## config.mk

```make
export PLATFORM = sky130hd
export DESIGN_NAME = zion_basic_circuit_lib_skid_buf
export DESIGN_NICKNAME = d
export VERILOG_FILES = /design/src/rtl/zion_basic_circuit_lib_skid_buf.sv
export SDC_FILE = /design/constraint.sdc
export NUM_CORES = 1
export LEC_CHECK = 0
export CAP_MARGIN = 20
export CORE_ASPECT_RATIO = 0.8
export CORE_MARGIN = 4
export CORE_UTILIZATION = 52
export CTS_CLUSTER_DIAMETER = 60
export DETAILED_ROUTE_END_ITERATION = 7
export PLACE_DENSITY = 0.82
export SYNTH_ARGS = -nofsm -noshare
export SYNTH_HDL_FRONTEND = slang
export SYNTH_SLANG_ARGS = --single-unit
```

## constraint.sdc

```tcl
create_clock -name clk -period 3.05 [get_ports clk]
set_input_delay 0.4575 -clock clk [delete_from_list [all_inputs] [get_ports clk]]
set_output_delay 0.4575 -clock clk [all_outputs]
set_load 0.05 [all_outputs]
```

## src/rtl/zion_basic_circuit_lib_skid_buf.sv

```systemverilog
// Two-entry valid/ready skid buffer with synchronous flush. Every output is a flop, so the
// ready path between neighbouring stages is cut here.

`ifndef ZION_BASIC_CIRCUIT_LIB_SKID_BUF_MACRO_GUARD
`define ZION_BASIC_CIRCUIT_LIB_SKID_BUF_MACRO_GUARD
`define ZionBasicCircuitLib_SkidBuf(UnitName,clk_MT,rst_MT,iClr_MT,iVld_MT,oRdy_MT,iDat_MT,oVld_MT,iRdy_MT,oDat_MT,oCnt_MT,INI_DATA_MT='0) \
   zion_basic_circuit_lib_skid_buf #(                                                   \
      .WIDTH_IN ($bits(iDat_MT)),                                                       \
      .WIDTH_OUT($bits(oDat_MT)),                                                       \
      .INI_DATA (INI_DATA_MT)                                                           \
   ) UnitName (                                                                         \
      .clk (clk_MT),                                                                    \
      .rst (rst_MT),                                                                    \
      .iClr(iClr_MT),                                                                   \
      .iVld(iVld_MT),                                                                   \
      .oRdy(oRdy_MT),                                                                   \
      .iDat(iDat_MT),                                                                   \
      .oVld(oVld_MT),                                                                   \
      .iRdy(iRdy_MT),                                                                   \
      .oDat(oDat_MT),                                                                   \
      .oCnt(oCnt_MT)                                                                    \
   );
`endif

module zion_basic_circuit_lib_skid_buf #(
   parameter int unsigned               WIDTH_IN  = 8,
   parameter int unsigned               WIDTH_OUT = 8,
   parameter logic [WIDTH_IN-1:0]       INI_DATA  = '0
) (
   input  logic                 clk,
   input  logic                 rst,
   input  logic                 iClr,
   input  logic                 iVld,
   output logic                 oRdy,
   input  logic [WIDTH_IN-1:0]  iDat,
   output logic                 oVld,
   input  logic                 iRdy,
   output logic [WIDTH_OUT-1:0] oDat,
   output logic [1:0]           oCnt
);

   typedef enum logic [1:0] {StEmpty, StBusy, StFull} state_e;

   state_e              state;
   logic [WIDTH_IN-1:0] mainDat;
   logic [WIDTH_IN-1:0] skidDat;
   logic                inFire;
   logic                outFire;

   // Handshake terms only use flopped outputs, so no input reaches an output combinationally.
   assign inFire  = iVld & oRdy;
   assign outFire = oVld & iRdy;
   assign oDat    = mainDat;

   always_ff @(posedge clk) begin
      if (rst || iClr) begin
         state   <= StEmpty;
         mainDat <= INI_DATA;
         skidDat <= INI_DATA;
         oVld    <= 1'b0;
         oRdy    <= 1'b1;
         oCnt    <= 2'd0;
      end else begin
         unique case (state)
            StEmpty: begin
               if (inFire) begin
                  state   <= StBusy;
                  mainDat <= iDat;
                  oVld    <= 1'b1;
                  oRdy    <= 1'b1;
                  oCnt    <= 2'd1;
               end
            end
            StBusy: begin
               if (inFire && outFire) begin
                  mainDat <= iDat;
               end else if (inFire) begin
                  // Downstream stalled: park the new beat behind the one on oDat.
                  state   <= StFull;
                  skidDat <= iDat;
                  oVld    <= 1'b1;
                  oRdy    <= 1'b0;
                  oCnt    <= 2'd2;
               end else if (outFire) begin
                  state   <= StEmpty;
                  oVld    <= 1'b0;
                  oRdy    <= 1'b1;
                  oCnt    <= 2'd0;
               end
            end
            StFull: begin
               if (outFire) begin
                  state   <= StBusy;
                  mainDat <= skidDat;
                  oVld    <= 1'b1;
                  oRdy    <= 1'b1;
                  oCnt    <= 2'd1;
               end
            end
            default: begin
               state   <= StEmpty;
               mainDat <= INI_DATA;
               skidDat <= INI_DATA;
               oVld    <= 1'b0;
               oRdy    <= 1'b1;
               oCnt    <= 2'd0;
            end
         endcase
      end
   end

`ifndef SYNTHESIS
   initial begin
      if (WIDTH_IN != WIDTH_OUT) begin
         $error("zion_basic_circuit_lib_skid_buf: WIDTH_IN (%0d) != WIDTH_OUT (%0d)",
                WIDTH_IN, WIDTH_OUT);
`ifdef CHECK_ERR_EXIT
         $finish;
`endif
      end
   end
`endif

endmodule
```

==> results.ini, run 1 <==
[die]
die_height_um=48.7
rows=14
die_area_sq_um=2870
die_w_um=58.9
start_util=0.560
coreArea_sq_um=1930
ios=25

[global_route]
grt_overflow=0
track_usage=0.201
antenna_found_initial=0
grt_pass1_wl_um=4530
grt_pass1_vias=963
grt_start_max_net_pins=23

[cts]
cts-resized-gates=0
cts-root-buf=clkbuf_4
cts_tree=built
cts.sinks=20
clkTransAtPathRegs_ps=120
cts_made_buffers=3
clockBufferDepth=2
cts_setup_buffers=0
insertion_delay_ps=310
hold_buffers=0
htree_num_levels=1

[timing]
tns_ps=0
hold_slack_ps=488
rsz0062_at_grt=false
final-hold-violation-count=0
finalMaxSlewViolations=0
worst_pin_slew_ps=699
max_freq_mhz=476
period_needed_ps=2100
post-route-period-util=0.689
fin_ws_ps=948
finalClockSkew_ps=10.5
relSlewSlack=0.532
setup_viol=0

[drt]
drt_wl_total_um=2870
viasPerCell=6.08
drtIter0Drc=81
drc_errors=0
post_drt_wl_per_cell_um=16.2
drtAntennaViolNets=0
dr.pass1.iters=4
vias=1076

[synth]
synth.distinct_cells=27
synth_edf_count=0
syn-instance-count=132
syn_nets=151
synth_top_area_frac=0.371
yosys_warnings=0
synth.area.mux_share=0.0742
synth_ff_type=dfxtp_1
seq_area_frac_synth=0.371
netlist_area_sq_um=1080
synth_fa_ha_area_frac=0.0696
yosys-top-cells-area=dfxtp_1 37%, a21oi_1 9.7%, mux2i_1 7.4%
ys_async_sr_fraction=0
synthXorXnorAreaFrac=0
synth_area_leader_cell=dfxtp_1
synth_compound_area_frac=0.285
ys_seq_elements=20
synth-simple-area-share=0.165
syn_area_per_cell_sq_um=8.17
netlist_top_cells_count=21 x a21oi_1, 20 x dfxtp_1, 16 x o21ai_0
yosysMostFrequentCell=a21oi_1
synth_top_family_by_area=compound AO/OA/AOI/OAI gates

[setup_path]
crit_end=oVld
cp-end-kind=output port
timing.rr.end=oDat[5]
r2r_cells=6
reg2reg_from=state[0]
cp_top_family=buffers and inverters
path_cells=clkdlybuf4s50_1
r2r_slack_ps=950
crit_required_ps=2590
startpoint_type=flip-flop
crit_buf_inv=1
crit_type=flip-flop to output port
cp_data_arrival_time_ps=1640
cp_max_fo=8
crit_path_start=oVld
crit_slowest_cell=clkdlybuf4s50_1
worstSetupPathDepth=1
slowest_delay_ps=850

[cells_and_area]
fin_util=0.705
layout-drive-gt1-share=0.0523
diodes=0
area_delta_synth_final_pct=26.0
nets=173
fillers=159

[placed_design]
dpl.hpwl_um=2010
place_ws_ps=795
gp_congestion=0.817
io_buffers=24

[job]
maxCapViolCount=0

[power]
powerDensity_nw_per_um2=419
peakVddDrop_mv=0.430
total_leakage_power_nw=0.470

[min_path]
hold_path.class=flip-flop to flip-flop

[status]
status=completed

cell families (layout without fill, tap and decap cells):
kind of cell,count (synthesis),count (layout)
AO/OA/AOI/OAI,51,51
adder cells (fa/ha/maj),6,6
buffers and inverters,10,31
flip-flops,20,20
multiplexers,8,8
AND/OR/NAND/NOR,37,37
where the power goes:
part	switching (W)	internal [W]
combinational	0.0000840	0.0000539
clock	0.0000831	0.0000728
sequential	0.00000679	0.000269
final cells by class:
class | count | area [sq um] | share of cell area
inverter | 3 | 11.3 | 0.00829
tap | 24 | 30.0 | 0.0221
multi-input combinational | 102 | 641 | 0.471
sequential | 20 | 400 | 0.295
timing repair buffer | 24 | 240 | 0.177
clock buffer | 4 | 36.3 | 0.0267
cells in the final DEF (no fill, tap or decap):
cell,count
a21oi_1,21
o31ai_1,1
and2_1,1
and4_1,1
inv_1,3
clkbuf_4,3
a22oi_1,1
dfxtp_1,20
a211oi_1,2
clkbuf_8,1
a31o_2,1
a21boi_1,1
nand4_1,9
a311oi_1,1
nor3_1,2
o21ai_0,16
o21ai_1,2
a221oi_4,1
o21a_1,2
o211ai_1,1
ha_1,6
nand2_1,11
clkdlybuf4s50_1,24
or2_2,2
mux2i_1,8
nand3_1,1
nor2_1,10
a41oi_1,1
through the flow:
stage / total power (W) / cells / cell area, sq um
global placement: 0.000413 / 173 / 1320
floorplan: 0.000369 / 132 / 1080
CTS: 0.000569 / 177 / 1360
detailed placement: 0.000417 / 173 / 1320
global route: 0.000594 / 177 / 1360
finish: 0.000569 / 177 / 1360
worst min-delay path by stage:
stage	end	slack [ps]	startpoint	depth (start not counted)
3_3_place_gp	skidDat[6]	460	skidDat[6]	2
4_1_cts	skidDat[7]	480	skidDat[7]	2
6_report	skidDat[7]	490	skidDat[7]	2
2_1_floorplan	skidDat[0]	450	skidDat[0]	2
5_1_grt	skidDat[2]	500	skidDat[2]	2
3_5_place_dp	skidDat[7]	470	skidDat[7]	2
sequential cells by signal (all words and copies together) (netlist names):
register,count
state,2
oVld,1
skidDat,8
oRdy,1
oDat,8
per-layer routing:
layer  wire (um)  vias to the layer above  GRT usage
li1            -                      527          -
met1        1300                      498      0.287
met2        1340                       49      0.313
met3         216                        2     0.0559
met4          11                        0     0.0151
met5           0                        -          0
Note: power is estimated with default switching activity, not from simulation.
==> inputs of run 2 (changes only) <==
- CORE_UTILIZATION: 52 -> 44
- PLACE_DENSITY: 0.82 -> 0.73
- clock period: 3.05 -> 1.8 ns (I/O delays scaled with it)
==> results.ini, run 2 (same netlist as run 1, synthesis figures left out) <==
[status]
status=completed

[setup_path]
crit_required_ps=1530
crit_type=flip-flop to output port
crit_slowest_cell=clkdlybuf4s50_1
worstSetupPathDepth=1
crit_buf_inv=1
r2r_cells=6
reg2reg_from=state[1]
cp-end-kind=output port
cp_max_fo=2
slowest_delay_ps=810
startpoint_type=flip-flop
cp_top_family=buffers and inverters
crit_end=oDat[1]
r2r_slack_ps=120
cp_data_arrival_time_ps=1490
timing.rr.end=state[0]
path_cells=clkdlybuf4s50_1
crit_path_start=oDat[1]

[global_route]
antenna_found_initial=0
grt_pass1_wl_um=4690
track_usage=0.180
grt_start_max_net_pins=14
grt_overflow=0
grt_pass1_vias=1036

[timing]
worst_pin_slew_ps=502
post-route-period-util=0.979
finalMaxSlewViolations=0
final-hold-violation-count=0
relSlewSlack=0.664
setup_viol=0
hold_slack_ps=491
tns_ps=0
period_needed_ps=1760
rsz0062_at_grt=false
max_freq_mhz=568
finalClockSkew_ps=11.7

[cells_and_area]
final_area_sq_um=1460
fillers=185
layout-drive-gt1-share=0.170
nets=185
layout_common_cells=21 x a21oi_1, 20 x clkdlybuf4s50_1, 16 x o21ai_0, 16 x dfxtp_1, 14 x buf_4
diodes=0
stdcell_count=190
area_delta_synth_final_pct=35.5
final_common_cell=a21oi_1

[drt]
drtIter0Drc=135
drt_wl_total_um=2880
drc_errors=0
vias=1093
post_drt_wl_per_cell_um=15.1
viasPerCell=5.75
drtAntennaViolNets=0
dr.pass1.iters=4

[placed_design]
io_buffers=24
gp_congestion=0.878
dpl.hpwl_um=2140
place_area_sq_um=1430
dp_cells=186

[min_path]
hold_path.class=flip-flop to flip-flop
whs_path_depth=2

[cts]
htree_num_levels=1
insertion_delay_ps=310
cts_tree=built
hold_buffers=0
cts-root-buf=clkbuf_4
cts_made_buffers=3
clkTransAtPathRegs_ps=120
cts.sinks=20
clockBufferDepth=2

[power]
total_power_w=0.000949
peakVddDrop_mv=0.487
powerDensity_nw_per_um2=650
total_leakage_power_nw=0.552

[job]
maxCapViolCount=0

[die]
ios=25
die_height_um=52.3
rows=15
die_area_sq_um=3310
coreArea_sq_um=2250
die_w_um=63.4
start_util=0.479

## run 2: worst min-delay path by stage
stage / start / end / slack (ps)
3_5_place_dp: skidDat[7] / skidDat[7] / 470
4_1_cts: skidDat[7] / skidDat[7] / 490
5_1_grt: skidDat[7] / skidDat[7] / 500
3_3_place_gp: skidDat[7] / skidDat[7] / 460
2_1_floorplan: iDat[0] / skidDat[0] / 420
6_report: skidDat[5] / skidDat[5] / 490
## run 2: routing by layer
| layer | track usage | part of all wire | up-vias |
|---|---|---|---|
| met5 | 0 | 0 | - |
| met4 | 0.0466 | 0 | 0 |
| met3 | 0.0601 | 0.079 | 0 |
| met2 | 0.289 | 0.47 | 34 |
| met1 | 0.233 | 0.45 | 508 |
| li1 | - | - | 551 |
## run 2: final cells by class
cell class                      count  area (sq um)  area share
Clock buffer                        3          22.5      0.0154
Clock inverter                      1          3.75     0.00257
Tap cell                           25          31.3      0.0214
Inverter                            3          11.3     0.00771
Multi-Input combinational cell    102           644       0.441
Timing Repair Buffer               36           338       0.231
Sequential cell                    20           410       0.281
## run 2: where the power goes
group	total (W)	switching, W	internal (W)	leakage (nW)
clock network	0.000220	0.000139	0.0000809	0.0154
registers	0.000466	0.0000121	0.000454	0.164
logic	0.000263	0.000148	0.000115	0.373
## run 2: what timing repair did
| action | 4_1_cts | 5_1_grt |
|---|---|---|
| resized for setup | 0 | 2 |
| endpoints found under the hold margin | 0 | 0 |
| buffers inserted | 0 | 0 |
| endpoints found under the setup margin | 0 | 7 |
## run 2: stage by stage
stage,setup WS [ps],util
5_1_grt,11.1,0.649
4_1_cts,20.7,0.646
3_5_place_dp,-40.0,0.634
3_3_place_gp,20.6,0.634
2_1_floorplan,21.1,-
6_report,38.5,0.649
==> inputs of run 3 (changes only) <==
--- a/config.mk
+++ b/config.mk
@@ -8,3 +8,3 @@
 export CAP_MARGIN = 20
-export CORE_ASPECT_RATIO = 0.8
+export CORE_ASPECT_RATIO = 1.1
 export CORE_MARGIN = 4
==> constraint.sdc (replaced) <==
create_clock -name clk -period 1.8 [get_ports clk]
set_input_delay 0.18 -clock clk [delete_from_list [all_inputs] [get_ports clk]]
set_output_delay 0.18 -clock clk [all_outputs]
set_load 0.05 [all_outputs]
==> results.ini, run 3 (same netlist as run 1, synthesis figures left out) <==
[setup_path]
cp-end-kind=output port
cp_top_family=buffers and inverters
slowest_delay_ps=830
crit_buf_inv=1
cp_max_fo=8
startpoint_type=flip-flop
crit_required_ps=1620
crit_slowest_cell=clkdlybuf4s50_1
crit_type=flip-flop to output port
path_cells=clkdlybuf4s50_1
cp_data_arrival_time_ps=1570

[timing]
relSlewSlack=0.666
hold_slack_ps=438
setup_viol=0
rsz0062_at_grt=false
period_needed_ps=1750
max_freq_mhz=573
final-hold-violation-count=0
post-route-period-util=0.970
worst_pin_slew_ps=500
fin_ws_ps=54.4
finalClockSkew_ps=8.35
tns_ps=0
finalMaxSlewViolations=0

[cts]
cts_made_buffers=3
cts-root-buf=clkbuf_4
htree_num_levels=1
cts.sinks=20
cts_tree=built
insertion_delay_ps=320
clockBufferDepth=2
clkTransAtPathRegs_ps=130

[cells_and_area]
layout_common_cells=24 x clkdlybuf4s50_1, 20 x a21oi_1, 16 x o21ai_0, 16 x dfxtp_1, 11 x nand2_1
fin_util=0.639
area_delta_synth_final_pct=36.1
layout-drive-gt1-share=0.144
final_common_cell=clkdlybuf4s50_1
nets=180
diodes=0

[die]
start_util=0.469
coreArea_sq_um=2300
ios=25
die_area_sq_um=3310
die_w_um=55.2
die_height_um=59.9
rows=18

[drt]
viasPerCell=5.86
dr.pass1.iters=4
drt_wl_total_um=2870
post_drt_wl_per_cell_um=15.1
drtIter0Drc=43
drtAntennaViolNets=0
drc_errors=0
vias=1113

[power]
total_leakage_power_nw=0.516
powerDensity_nw_per_um2=752
peakVddDrop_mv=0.511
total_power_w=0.00110

[global_route]
grt_pass1_vias=1095
grt_start_max_net_pins=18
top_usage_layer=met2
met3_usage=0.0367
antenna_found_initial=0
grtUsageMet2=0.343
grt_pass1_wl_um=4820
grtUsageMet1=0.201
track_usage=0.185
grt_overflow=0

[placed_design]
place_ws_ps=34.8
io_buffers=24
dpl.hpwl_um=2090
gp_congestion=0.823

[job]
maxCapViolCount=0

[status]
status=completed

[min_path]
hold_path.class=primary input to flip-flop

## run 3: cell types whose count changed in the layout (fill, tap and decap cells not counted), sizes merged
| cell | before | now |
|---|---|---|
| buf | 15 | 7 |
| clkdlybuf4s50 | 20 | 24 |
| bufinv | 0 | 1 |
| clkinv | 1 | 0 |
| dlymetal6s2s | 1 | 0 |
## run 3: worst register-to-register path: stages, from the launching register on
cell and delay [ps]:
dfxtp_4 390, inv_1 90, ha_1 200, a21boi_2 200, a221oi_4 240, buf_12 170
mux2i_1 200, nor2_1 60
## run 3: area by class of cell
cell class	instances	area [sq um]
multi-input cells	102	651
repair buffers	31	305
clock buffers	3	22.5
flip-flops and latches	20	410
well taps	30	37.5
clock inverters	1	30.0
inverters	3	11.3
fillers	215	830
## run 3: power breakdown
group | switching, W | internal (W) | total (W) | leakage [nW]
registers | 0.0000120 | 0.000454 | 0.000466 | 0.164
logic | 0.000144 | 0.000110 | 0.000255 | 0.324
clock network | 0.000157 | 0.000225 | 0.000382 | 0.0279
total | 0.000313 | 0.000790 | 0.00110 | 0.516
## run 3: per-layer routing
layer  up-vias  wire length [um]  part of all wire
met3         6               180             0.063
met5         -                 0                 0
met2        37              1490              0.52
li1        548                 -                 -
met1       522              1150              0.40
met4         0                50             0.017
## run 3: final timing paths
check / from / end / slack, ps / cells after the start
worst min-delay path: iDat[0] / skidDat[0] / 440 / 3
worst min register to register: skidDat[2] / skidDat[2] / 490 / 2
worst max register to register: state[1] / oDat[7] / 160 / 7
worst max-delay path: oRdy / oRdy / 50 / 1
## run 3: per-stage QoR
stage | std cells | area [sq um]
3_5_place_dp | 186 | 1410
5_1_grt | 190 | 1470
6_report | 190 | 1470
4_1_cts | 190 | 1460
2_1_floorplan | 132 | 1090
3_3_place_gp | 186 | 1410
## run 3: repair_timing
| action | CTS | global route |
|---|---|---|
| gates resized for setup | 0 | 3 |
| endpoints found under the hold margin | 0 | 0 |
| endpoints found under the setup margin | 0 | 8 |
| hold buffers | 0 | 0 |
| buffers inserted | 0 | 0 |
